$ cat config.mk
export PLATFORM = sky130hd
export DESIGN_NAME = player_count_ctrl
export DESIGN_NICKNAME = d
export VERILOG_FILES = /design/src/rtl/player_ctrl_pkg.sv /design/src/rtl/btn_sync_edge.sv /design/src/rtl/player_count_ctrl.sv
export SDC_FILE = /design/constraint.sdc
export NUM_CORES = 1
export LEC_CHECK = 0
export CAP_MARGIN = 20
export CORE_ASPECT_RATIO = 1.5
export CORE_MARGIN = 10
export CORE_UTILIZATION = 47
export CTS_BUF_LIST = sky130_fd_sc_hd__clkbuf_4 sky130_fd_sc_hd__clkbuf_8 sky130_fd_sc_hd__clkbuf_16
export CTS_CLUSTER_DIAMETER = 50
export DETAILED_ROUTE_END_ITERATION = 10
export PLACE_DENSITY = 0.72
export SLEW_MARGIN = 10
export SYNTH_ARGS = -nofsm -noshare
export SYNTH_HDL_FRONTEND = slang
export SYNTH_SLANG_ARGS = --single-unit
$ cat constraint.sdc
create_clock -name clk -period 1.9 [get_ports clk]
set_clock_uncertainty 0.05 [all_clocks]
set_input_delay 0.19 -clock clk [delete_from_list [all_inputs] [get_ports clk]]
set_output_delay 0.19 -clock clk [all_outputs]
set_load 0.05 [all_outputs]
$ cat src/rtl/player_ctrl_pkg.sv
// Shared types and defaults for the player-count controller.
package player_ctrl_pkg;

  typedef enum logic [1:0] {IDLE, HOLD_UP, HOLD_DN, LOCK} state_t;

  localparam int DEF_MIN_PLAYERS = 1;
  localparam int DEF_MAX_PLAYERS = 8;

  // Width of the auto-repeat hold timer: must hold the larger interval - 1.
  function automatic int rpt_w(input int delay, input int rate);
    int m;
    m = (delay > rate) ? delay : rate;
    return (m < 2) ? 1 : $clog2(m);
  endfunction

endpackage

$ cat src/rtl/btn_sync_edge.sv
// One input synchroniser followed by a previous-value register for rise detect.
module btn_sync_edge #(
  parameter int STAGES = 2
) (
  input  logic clk,
  input  logic rst_n,
  input  logic din,
  output logic sync,
  output logic rise
);

  logic [STAGES-1:0] sr;
  logic              prev;

  // Shift the asynchronous level in; remember last synchronised value.
  always_ff @(posedge clk) begin
    if (!rst_n) begin
      sr   <= '0;
      prev <= 1'b0;
    end else begin
      sr   <= {sr[STAGES-2:0], din};
      prev <= sr[STAGES-1];
    end
  end

  assign sync = sr[STAGES-1];
  assign rise = sync & ~prev;

endmodule

$ cat src/rtl/player_count_ctrl.sv
// Saturating player counter driven by synchronised up/down/game_reset levels.
// Optional feature: define AUTO_REPEAT_EN to step repeatedly while a button is held.
module player_count_ctrl
  import player_ctrl_pkg::*;
#(
  parameter int MIN_PLAYERS  = DEF_MIN_PLAYERS,
  parameter int MAX_PLAYERS  = DEF_MAX_PLAYERS,
  parameter int CNT_W        = 4,
  parameter int SYNC_STAGES  = 2,
  parameter int REPEAT_DELAY = 25_000_000,
  parameter int REPEAT_RATE  = 5_000_000
) (
  input  logic             clk,
  input  logic             rst_n,
  input  logic             up,
  input  logic             down,
  input  logic             game_reset,
  output logic [CNT_W-1:0] count,
  output logic             at_max,
  output logic             at_min,
  output logic             changed
);

  localparam logic [CNT_W-1:0] MINV = CNT_W'(MIN_PLAYERS);
  localparam logic [CNT_W-1:0] MAXV = CNT_W'(MAX_PLAYERS);

  if (MAX_PLAYERS <= MIN_PLAYERS || MAX_PLAYERS >= (2 ** CNT_W) || SYNC_STAGES < 2 ||
      REPEAT_DELAY < 1 || REPEAT_RATE < 1) begin : g_bad_cfg
    $error("player_count_ctrl: illegal parameter combination");
  end

  logic [2:0] sync_v, rise_v;

  btn_sync_edge #(.STAGES(SYNC_STAGES)) u_sync [2:0] (
    .clk  (clk),
    .rst_n(rst_n),
    .din  ({game_reset, down, up}),
    .sync (sync_v),
    .rise (rise_v)
  );

  wire up_s  = sync_v[0];
  wire dn_s  = sync_v[1];
  wire gr_s  = sync_v[2];
  wire up_r  = rise_v[0];
  wire dn_r  = rise_v[1];
  wire unused_gr_rise = rise_v[2];

  state_t state;
  logic   rpt_fire;
  logic   inc, dec;

`ifdef AUTO_REPEAT_EN
  localparam int TW = rpt_w(REPEAT_DELAY, REPEAT_RATE);
  logic [TW-1:0] timer;
  logic          rep;   // first (long) delay already served
  wire           holding = (state == HOLD_UP && up_s && !dn_r) ||
                           (state == HOLD_DN && dn_s && !up_r);

  assign rpt_fire = holding &&
                    (timer == (rep ? TW'(REPEAT_RATE - 1) : TW'(REPEAT_DELAY - 1)));

  // Hold timer: runs only while a hold continues, cleared otherwise.
  always_ff @(posedge clk) begin
    if (!rst_n || gr_s || !holding) begin
      timer <= '0;
      rep   <= 1'b0;
    end else if (rpt_fire) begin
      timer <= '0;
      rep   <= 1'b1;
    end else begin
      timer <= timer + 1'b1;
    end
  end
`else
  assign rpt_fire = 1'b0;
`endif

  // Step requests from fresh presses (IDLE) or repeat ticks (HOLD_*).
  always_comb begin
    inc = 1'b0;
    dec = 1'b0;
    if (!gr_s) begin
      case (state)
        IDLE:    begin inc = up_r & ~dn_r; dec = dn_r & ~up_r; end
        HOLD_UP: inc = rpt_fire;
        HOLD_DN: dec = rpt_fire;
        default: ;
      endcase
    end
  end

  wire [CNT_W-1:0] cnt_p1 = count + 1'b1;
  wire [CNT_W-1:0] cnt_m1 = count - 1'b1;

  // FSM, saturating count, registered flags and change pulse.
  always_ff @(posedge clk) begin
    if (!rst_n) begin
      state   <= IDLE;
      count   <= MINV;
      at_min  <= 1'b1;
      at_max  <= 1'b0;
      changed <= 1'b0;
    end else begin
      changed <= 1'b0;
      if (gr_s) begin
        state <= LOCK;
        if (count != MINV) begin
          count   <= MINV;
          at_min  <= 1'b1;
          at_max  <= 1'b0;
          changed <= 1'b1;
        end
      end else begin
        case (state)
          IDLE: begin
            if (up_r && dn_r) state <= LOCK;
            else if (up_r)    state <= HOLD_UP;
            else if (dn_r)    state <= HOLD_DN;
          end
          HOLD_UP: begin
            if (dn_r)       state <= LOCK;
            else if (!up_s) state <= IDLE;
          end
          HOLD_DN: begin
            if (up_r)       state <= LOCK;
            else if (!dn_s) state <= IDLE;
          end
          default: if (!up_s && !dn_s) state <= IDLE;
        endcase
        if (inc && count != MAXV) begin
          count   <= cnt_p1;
          at_max  <= (cnt_p1 == MAXV);
          at_min  <= 1'b0;
          changed <= 1'b1;
        end else if (dec && count != MINV) begin
          count   <= cnt_m1;
          at_min  <= (cnt_m1 == MINV);
          at_max  <= 1'b0;
          changed <= 1'b1;
        end
      end
    end
  end

endmodule

[Yosys cells after proc, flatten, opt, wreduce, memory -nomap -nowiden]
Cells that the tools add are included.
Storage, ports and cells
  register bits after elaboration: 17
  bits of input ports: 5
  output and inout bits: 7
  logic and storage cells: 71
Operators by class
  add/subtract/negate cells: 2
  equality and inequality tests: 10
  muxes and demuxes: 30
  bitwise gates (word level): 8
  reduce and logical (&&, ||, !) cells: 11
Operator list (number)
  $mux 2: 9
  $mux 1: 16
  $mux 4: 4
  $ne 4x3->1 const B: 2
  $pmux 2 s3: 1
  $ne 5x4->1 const B: 1
  $reduce_bool 5->1: 1
  $add 4x1->4 const B: 1
  $and 1x1->1: 4
  $eq 4x1->1 const B: 1
  $eq 4x4->1 const B: 1
  $logic_and 1x1->1: 4
  $ne 4x1->1 const B: 1
  $ne 4x4->1 const B: 1
  $not 1->1: 4
  $reduce_and 4->1: 1
  $sub 4x1->4 const B: 1
  $reduce_bool 3->1: 1
  $eq 2x1->1 const B: 1
  $eq 2x2->1 const B: 1
  $logic_not 1->1: 2
  $logic_not 2->1: 1
  $ne 2x2->1 const B: 1
  $reduce_and 2->1: 1

[Depth between registers and ports, before layout]
Gate-level depths: netlist (run 1).
  word-level depth: 10
  depth in mapped cells: 7
  mapped depth without buffers: 7

[Hierarchy]
Synthesis (run 1) repeated with hierarchy kept, for this count alone.
Unflattened totals
  cells, all modules: 99
  area total of the unflattened synthesis: 989.7 um2
By module, submodules not included
  player_count_ctrl: times used 1, cells each 78, area an instance 711.9 um2, seq. area each 180.2 um2
  btn_sync_edge: times used 3, cells each 7, area an instance 92.6 um2, seq. area each 60.1 um2

[Worst setup path before layout (run 1)]
Ideal clock, no wire load.
  kind: register to register
  from: reg count[0]
  to: reg count[0]
  library setup time: 0.129 ns
  data arrival time: 2.150 ns
  required time: 1.721 ns
  slack: -0.429 ns
  cell stages (with the launch flop): 8
  path buffers: 0
  period minus slack after synthesis: 2.329 ns
  cell sequence: dfxtp_1 inv_1 ha_1 and3b_1 nor4b_4 o21ba_2 nor3_2 o21ai_1
On the way
  cells in the longest elaborated chain, start to end: 4
  elaborated cells on any way between the ends: 12
  those cells by class: 2 x add/sub; 3 x eq/ne; 3 x mux; 4 x reduce/logical
RTL lines
  start: declaration: line player_count_ctrl.sv:18  | output logic [CNT_W-1:0] count,
  start signal: assignment: line player_count_ctrl.sv:132  | count <= cnt_p1;
  start signal: assignment: line player_count_ctrl.sv:137  | count <= cnt_m1;
  $sub 4x1->4, or another cell as far along: line player_count_ctrl.sv:94  | wire [CNT_W-1:0] cnt_m1 = count - 1'b1;
  $mux 4, or another cell as far along: line player_count_ctrl.sv:136  | end else if (dec && count != MINV) begin
  $mux 4 or $reduce_bool 3->1 (tied branches)
  $mux 4 or $reduce_and 2->1 (tied branches)
Parallel ways exist; a longest one is shown, timed or not. The select of a mux whose other input is x is not followed.
A chain may end at the register's enable or synchronous reset.

[Final worst setup path (run 1)]
  from: reg count[1]
  to: reg count[1]
The elaborated chain is that of the path after synthesis.

==> results.env, run 1 <==
SYNTH-SEQ-AREA-SHARE_PCT=36.5
POST-SYNTH-TOP-AREA-CELL='sky130_fd_sc_hd__dfxtp_1'
NETLIST_AREA_SQ_UM=932
ANTENNA-DIODE-COUNT=0
FINAL_ANTENNA_NET_COUNT=0
WHS_PATH_DEPTH=1
POWER_DENSITY_nW_PER_UM2=701
CPMAXSTAGEDELAYCELL='sky130_fd_sc_hd__dfxtp_4'
CTS.SINK_COUNT=17
NUM-NETS-FINAL=124
TIMING.MAX_SLEW.REL_SLACK_PCT=59.7
TRITONCTS='yes'
POST_ROUTE_NON_FILLER_STANDARD_CELL_COUNT=134
NUMBER_OF_GLOBAL_ROUTE_VIAS_BEFORE_REPAIR=696
WORSTREG2REGSTART='count[1]$_SDFFE_PN0P_'
WORST_PATH_DOMINANT_CELL_FAMILY='simple AND/OR/NAND/NOR gates'
ROUTE.LAYER.MET1.WL_UM=805
CTS_HTREE_LEVELS=1
YOSYSMOSTFREQUENTCELL='sky130_fd_sc_hd__dfxtp_1'
CRIT_REQUIRED_NS=2.09
CTS-RESIZED-GATES=0
INITIAL_UTILIZATION_PCT=50.3
WL_PER_CELL_UM=13.7
EDFF_COUNT_SYNTH=0
SYNTH.NET_COUNT=107
MAX-VDD-IR-DROP_mV=0.341
GRT_MAX_DEGREE=19
DETAIL_ROUTE.WIRELENGTH_MM=1.84
R2R_END='count[1]$_SDFFE_PN0P_'
DRT-VIAS-PER-INSTANCE=5.51
SYNTH.FF_LATCH_COUNT=17
POST_ROUTE_HOLD_SLACK_NS=0.396
CRITICAL_PATH_BUF_INV_COUNT=2
SETUP.WORST_PATH.CLASS='register to register'
CTS-HOLD-FIX-BUFFERS=0
FINAL_HOLD_VIOL_COUNT=0
HEIGHT_OF_THE_DIE_UM=74.5
DP.CELLS=130
SYNTH_AREA_LEADERS='sky130_fd_sc_hd__dfxtp_1 (37%), sky130_fd_sc_hd__ha_1 (6.7%), sky130_fd_sc_hd__and2_1 (5.4%), sky130_fd_sc_hd__nand3_1 (3.2%), sky130_fd_sc_hd__nor2_1 (2.8%)'
FP.DIEAREA_SQ_UM=4200
SYNTH_CELL_TYPES=41
ROOT_BUF_CELL='sky130_fd_sc_hd__clkbuf_4'
RSZ0062_AT_GRT='false'
GRT_REMAINING_OVERFLOW=0
SLEW_AT_THE_PIN_WITH_THE_WORST_MAX_SLEW_SLACK_NS=0.603
ROUTED-WL-MET2_UM=908
PERIOD_MINUS_SLACK_NS=1.75
POSTCTSSETUPREPAIRBUFS=0
GRT.TOTAL_USAGE_PCT=8.73
MULTIINPUTGATEAREA_SQ_UM=553
SYNTH_FF_TYPE='sky130_fd_sc_hd__dfxtp_1'
TIMING.HOLD.WORST_ENDPOINT='u_sync[1].sr[1]$_SDFF_PN0_'
GP_CONGESTION=0.847
RESULT_OF_THE_RUN='completed'
POST-ROUTE-DRC-COUNT=0
DP.FINAL_HPWL_MM=1.39
IOS=12
ROWS=19
NFILLCELLS=162
MET3WIRELENGTH_UM=99
NETLIST_TOP_CELLS_COUNT='sky130_fd_sc_hd__dfxtp_1 (17), sky130_fd_sc_hd__and2_1 (8), sky130_fd_sc_hd__nor2_1 (7)'
MIN_PERIOD_OVER_PERIOD_PCT=92.3
CRIT_PATH_MAX_FANOUT=6
YOSYS_WARNINGS=0
WORSTSETUPENDPOINTTYPE='register'
CLKTRANSATPATHREGS_NS=0.11
INITIALDRTVIOLATIONCOUNT=21
CRIT_PATH_START='count[1]$_SDFFE_PN0P_'
ANTENNA_FOUND_INITIAL=0
CTS_INSERTED_BUFFERS=3
WORST_R2R_PATH_DEPTH=8
MAXUSEDROUTINGLAYER='met4'
MAXSLEWVIOLCOUNT=0
UTILIZATION_PCT=59.6
MAX_CLOCK_FREQ_MHz=570
MAX_CAP_VIOLATIONS=0
SETUP_TNS_NS=0
POWER.TOTAL_W=0.000775
FF2FF_SETUP_SLACK_NS=0.15
SYNTH_ASYNC_SR_FLOP_SHARE_PCT=0
INSERTION_DELAY_NS=0.30
FIRSTDRTPASSITERS=4
GRT_FIRST_PASS_WIRELENGTH_MM=3.11
REPORT.FINAL.SETUP_VIOL=0
WORST_HOLD_STARTPOINT='u_sync[1].sr[0]$_SDFF_PN0_'
CRITICAL-PATH-MAX-STAGE-DELAY_NS=0.36
SEQ_AREA_SQ_UM=348
DRIVE_GT1_SHARE_PCT=25.7
YOSYS.AREA.TOP_TYPE_SHARE_PCT=36.5
CLOCK_TREE.BUFFER_DEPTH=2
WORSTPATHCELLLIST='inv_1 > ha_2 > and3b_1 > nor4b_4 > buf_4 > xnor2_1 > nand4b_1 > nand2_1'
CRITICAL_PATH.STARTPOINT_TYPE='register'
ROUTED_VIA_COUNT=739
POSTSYNTHCELLCOUNT=97
DIE_WIDTH_UM=56.4
MIN_PATH_TYPE='register to register'
AREAGROWTHSYNTHTOFINISH_PCT=18.5
DESIGN.CORE.AREA_SQ_UM=1850
CRIT_ARRIVAL_NS=1.95
STATIC-LEAKAGE-POWER_nW=0.423
PORT_BUFFERS=11
SYNTHESIS.AREA_PER_INSTANCE_SQ_UM=9.61
cell usage in the layout, fill, tap and decap left out, types with 2 or more instances in the layout:
cell type                          n
sky130_fd_sc_hd__ha_1              4
sky130_fd_sc_hd__o21ai_0           3
sky130_fd_sc_hd__xnor2_1           3
sky130_fd_sc_hd__nor3_1            2
sky130_fd_sc_hd__buf_4             9
sky130_fd_sc_hd__a21oi_1           4
sky130_fd_sc_hd__and2_1            8
sky130_fd_sc_hd__clkbuf_4          3
sky130_fd_sc_hd__a21boi_0          2
sky130_fd_sc_hd__nand2_1           5
sky130_fd_sc_hd__nand3_1           6
sky130_fd_sc_hd__inv_1             2
sky130_fd_sc_hd__a21boi_1          2
sky130_fd_sc_hd__nand2b_1          2
sky130_fd_sc_hd__clkdlybuf4s50_1   7
sky130_fd_sc_hd__nor2_1            7
sky130_fd_sc_hd__dfxtp_1          15
sky130_fd_sc_hd__dfxtp_4           2
sky130_fd_sc_hd__nand4b_1          2
how the worst max path moves through the flow:
| stage | cells past startpoint | to | slack, ns |
|---|---|---|---|
| 2_1_floorplan | 7 | count[0]$_SDFFE_PN1P_ | 0.02 |
| 3_3_place_gp | 8 | count[1]$_SDFFE_PN0P_ | 0.19 |
| 3_5_place_dp | 8 | count[1]$_SDFFE_PN0P_ | 0.15 |
| 4_1_cts | 8 | count[1]$_SDFFE_PN0P_ | 0.13 |
| 5_1_grt | 8 | count[1]$_SDFFE_PN0P_ | 0.01 |
| 6_report | 8 | count[1]$_SDFFE_PN0P_ | 0.15 |
metal layers:
layer | up-vias | track usage, %
met5 | - | 0
met4 | 0 | 2.41
met3 | 5 | 2.56
met2 | 21 | 15.6
met1 | 344 | 9.87
li1 | 369 | -
per-stage QoR:
| stage | instance area [sq um] | setup slack, ns |
|---|---|---|
| after global placement | 1080 | 0.188 |
| final | 1100 | 0.146 |
| after global routing | 1100 | 0.0125 |
| after floorplan | 948 | 0.0222 |
| after detailed placement | 1080 | 0.155 |
| after CTS | 1100 | 0.131 |
logic make-up (layout without fill, tap and decap cells):
kind of cell	count (synthesis)	count (layout)	synth area share (%)
mux	1	1	1.07
compound gates	19	19	15.7
buf+inv	7	23	5.10
flops	17	17	36.5
fa+ha+maj	5	5	6.71
simple gates	44	44	31.1
xor+xnor	4	4	3.76
area by class of cell:
cell class,count,area share [%]
repair buffers,16,12.5
well taps,21,2.38
flip-flops and latches,17,31.5
clock buffers,3,2.04
clock inverters,1,0.566
multi-input cells,73,50.1
inverters,3,1.02
power breakdown:
| part | total [W] | internal (W) | switching, W | leakage [nW] |
|---|---|---|---|---|
| sequential | 0.000390 | 0.000373 | 0.0000169 | 0.140 |
| clock | 0.000211 | 0.0000814 | 0.000130 | 0.0183 |
| combinational | 0.000174 | 0.0000752 | 0.0000986 | 0.265 |
sequential cells by signal, summed over array words and instances (netlist names):
signal	flops
u_sync.prev	2
u_sync.sr	6
at_min	1
count	4
state	2
at_max	1
changed	1
(Power assumes the default switching activity.)
==> run 2: changes to the inputs <==
--- a/config.mk
+++ b/config.mk
@@ -12,6 +12,7 @@
 export CTS_BUF_LIST = sky130_fd_sc_hd__clkbuf_4 sky130_fd_sc_hd__clkbuf_8 sky130_fd_sc_hd__clkbuf_16
 export CTS_CLUSTER_DIAMETER = 50
 export DETAILED_ROUTE_END_ITERATION = 10
+export MAX_ROUTING_LAYER = met4
 export PLACE_DENSITY = 0.72
 export SLEW_MARGIN = 10
 export SYNTH_ARGS = -nofsm -noshare
==> run 2 against run 1 <==
Against the previous run:
- non-clock buffer count stayed put
- via count is 0.27% higher
- first-iteration DRC count is 14% lower
- power hardly changed
- wire length is 0.22% higher
- combinational power hardly changed
- critical path depth stayed put
- worst hold slack hardly changed
- die area stayed put
- cell area stayed put
- clock power hardly changed
- sequential share of layout area stayed put
- critical path type unchanged
- critical endpoint unchanged
- largest cell class unchanged
- highest routed layer unchanged
==> results.env, run 2 (synthesis gave the netlist of run 1 again) <==
RESULT_OF_THE_RUN='completed'  # unchanged
TIMING.MAX_SLEW.REL_SLACK_PCT=59.7  # unchanged
SETUP.WORST_PATH.CLASS='register to register'  # unchanged
MIN_PERIOD_OVER_PERIOD_PCT=92.3  # about the same
POSTLAYOUTCELLAREA_SQ_UM=1100  # unchanged
MAXSLEWVIOLCOUNT=0  # unchanged
POST_ROUTE_NON_FILLER_STANDARD_CELL_COUNT=134  # unchanged
FINAL_ANTENNA_NET_COUNT=0  # unchanged
CRIT_REQUIRED_NS=2.09  # about the same
DIE_WIDTH_UM=56.4  # unchanged
HEIGHT_OF_THE_DIE_UM=74.5  # unchanged
PERIOD_MINUS_SLACK_NS=1.75  # about the same
POWER_DENSITY_nW_PER_UM2=701  # about the same
NUMBER_OF_GLOBAL_ROUTE_VIAS_BEFORE_REPAIR=694  # was 696
MIN_PATH_TYPE='register to register'  # unchanged
RSZ0062_AT_GRT='false'  # unchanged
CRITICAL_PATH.ENDPOINT='count[1]$_SDFFE_PN0P_'  # unchanged
STATIC-LEAKAGE-POWER_nW=0.423  # unchanged
POSTCTSSETUPREPAIRBUFS=0  # unchanged
R2R_END='count[1]$_SDFFE_PN0P_'  # unchanged
ROOT_BUF_CELL='sky130_fd_sc_hd__clkbuf_4'  # unchanged
FIRSTDRTPASSITERS=4  # unchanged
INITIALDRTVIOLATIONCOUNT=18  # was 21
DRT-VIAS-PER-INSTANCE=5.53  # was 5.51
GRT_REMAINING_OVERFLOW=0  # unchanged
LAYOUT_COMMON_CELLS='sky130_fd_sc_hd__dfxtp_1 (15), sky130_fd_sc_hd__buf_4 (9), sky130_fd_sc_hd__and2_1 (8), sky130_fd_sc_hd__nor2_1 (7), sky130_fd_sc_hd__clkdlybuf4s50_1 (7)'  # unchanged
GRT_FIRST_PASS_WIRELENGTH_MM=3.13  # was 3.11 mm
CTS-RESIZED-GATES=0  # unchanged
TRITONCTS='yes'  # unchanged
DRIVE_GT1_SHARE_PCT=25.7  # unchanged
WL_PER_CELL_UM=13.7  # about the same
SLEW_AT_THE_PIN_WITH_THE_WORST_MAX_SLEW_SLACK_NS=0.603  # unchanged
GRT.TOTAL_USAGE_PCT=9.03  # was 8.73%
CTS-HOLD-FIX-BUFFERS=0  # unchanged
CLOCK_TREE.BUFFER_DEPTH=2  # unchanged
IOS=12  # unchanged
DP.CELLS=130  # unchanged
CRIT_ARRIVAL_NS=1.95  # about the same
CRIT_PATH_MAX_FANOUT=6  # unchanged
CTS_HTREE_LEVELS=1  # unchanged
DP.FINAL_HPWL_MM=1.39  # unchanged
AREAGROWTHSYNTHTOFINISH_PCT=18.5  # unchanged
REPORT.FINAL.SETUP_VIOL=0  # unchanged
MAX_CAP_VIOLATIONS=0  # unchanged
CRIT_PATH_START='count[1]$_SDFFE_PN0P_'  # unchanged
NUM-NETS-FINAL=124  # unchanged
POST-ROUTE-DRC-COUNT=0  # unchanged
PORT_BUFFERS=11  # unchanged
FINAL_HOLD_VIOL_COUNT=0  # unchanged
FP.DIEAREA_SQ_UM=4200  # unchanged
ROUTED_VIA_COUNT=741  # was 739
WORSTREG2REGSTART='count[1]$_SDFFE_PN0P_'  # unchanged
POST_ROUTE_HOLD_SLACK_NS=0.396  # about the same
PLACE_AREA_SQ_UM=1080  # unchanged
INITIAL_UTILIZATION_PCT=50.3  # unchanged
INSERTION_DELAY_NS=0.30  # about the same
SETUP_TNS_NS=0  # unchanged
ANTENNA-DIODE-COUNT=0  # unchanged
ANTENNA_FOUND_INITIAL=0  # unchanged
DESIGN.CORE.AREA_SQ_UM=1850  # unchanged
MAX-VDD-IR-DROP_mV=0.341  # about the same
FF2FF_SETUP_SLACK_NS=0.15  # about the same
WORST_R2R_PATH_DEPTH=8  # unchanged
CRITICAL_PATH.STARTPOINT_TYPE='register'  # unchanged
GP_CONGESTION=0.860  # was 0.847
TOP_REGISTER='u_sync.sr'  # unchanged
GRT_MAX_DEGREE=19  # unchanged
TOP_REGS='u_sync.sr: 6 flops, count: 4 flops'  # unchanged
CTS_INSERTED_BUFFERS=3  # unchanged
CLKTRANSATPATHREGS_NS=0.11  # about the same
FINAL_COMMON_CELL='sky130_fd_sc_hd__dfxtp_1'  # unchanged
LARGEST_REGISTER_FFS=6  # unchanged
WORSTSETUPENDPOINTTYPE='register'  # unchanged
CTS.SINK_COUNT=17  # unchanged
ROWS=19  # unchanged
MAX_CLOCK_FREQ_MHz=570  # about the same
DETAIL_ROUTE.WIRELENGTH_MM=1.84  # about the same
## run 2: cell counts in the layout (fill, tap and decap cells not counted)
Identical to the previous run, type by type.
## run 2: worst min path at each step
stage	from	to	slack, ns	cells after the start
6_report	u_sync[1].sr[0]$_SDFF_PN0_	u_sync[1].sr[1]$_SDFF_PN0_	0.40	1
5_1_grt	u_sync[1].sr[0]$_SDFF_PN0_	u_sync[1].sr[1]$_SDFF_PN0_	0.41	1
4_1_cts	u_sync[1].sr[0]$_SDFF_PN0_	u_sync[1].sr[1]$_SDFF_PN0_	0.40	1
3_5_place_dp	u_sync[1].sr[0]$_SDFF_PN0_	u_sync[1].sr[1]$_SDFF_PN0_	0.37	1
3_3_place_gp	u_sync[2].sr[0]$_SDFF_PN0_	u_sync[2].sr[1]$_SDFF_PN0_	0.37	1
2_1_floorplan	rst_n	count[2]$_SDFFE_PN0P_	0.26	2
## run 2: power by group
part	switching [W]	total [W]	internal [W]
Clock	0.000130	0.000211	0.0000814
Sequential	0.0000169	0.000390	0.000373
Combinational	0.0000986	0.000174	0.0000752
Total	0.000245	0.000775	0.000529
## run 2: area by class of cell
type | count | area, sq um
repair buffers | 16 | 138
multi-input cells | 73 | 553
fillers | 162 | 749
clock inverters | 1 | 6.26
flip-flops and latches | 17 | 348
clock buffers | 3 | 22.5
well taps | 21 | 26.3
inverters | 3 | 11.3
## run 2: routing by layer
metal  vias up  track usage [%]  wire length [um]
met4         0             2.41                21
met2        21             15.5               912
met3         5             2.21                84
li1        369                -                 -
met1       346             10.2               821
met5         -                -                 0
## run 2: critical path, cell delays in order, from the launching register on
cell	delay [ns]
sky130_fd_sc_hd__dfxtp_4	0.36
sky130_fd_sc_hd__inv_1	0.06
sky130_fd_sc_hd__ha_2	0.21
sky130_fd_sc_hd__and3b_1	0.20
sky130_fd_sc_hd__nor4b_4	0.31
sky130_fd_sc_hd__buf_4	0.19
sky130_fd_sc_hd__xnor2_1	0.11
sky130_fd_sc_hd__nand4b_1	0.11
sky130_fd_sc_hd__nand2_1	0.10
## run 2: per-stage QoR
step	setup slack [ns]	total power (W)	utilization [%]
2_1_floorplan	0.0222	0.000525	-
3_3_place_gp	0.188	0.000569	58.0
3_5_place_dp	0.155	0.000572	58.0
4_1_cts	0.131	0.000773	59.6
5_1_grt	0.0125	0.000801	59.6
6_report	0.146	0.000775	59.6
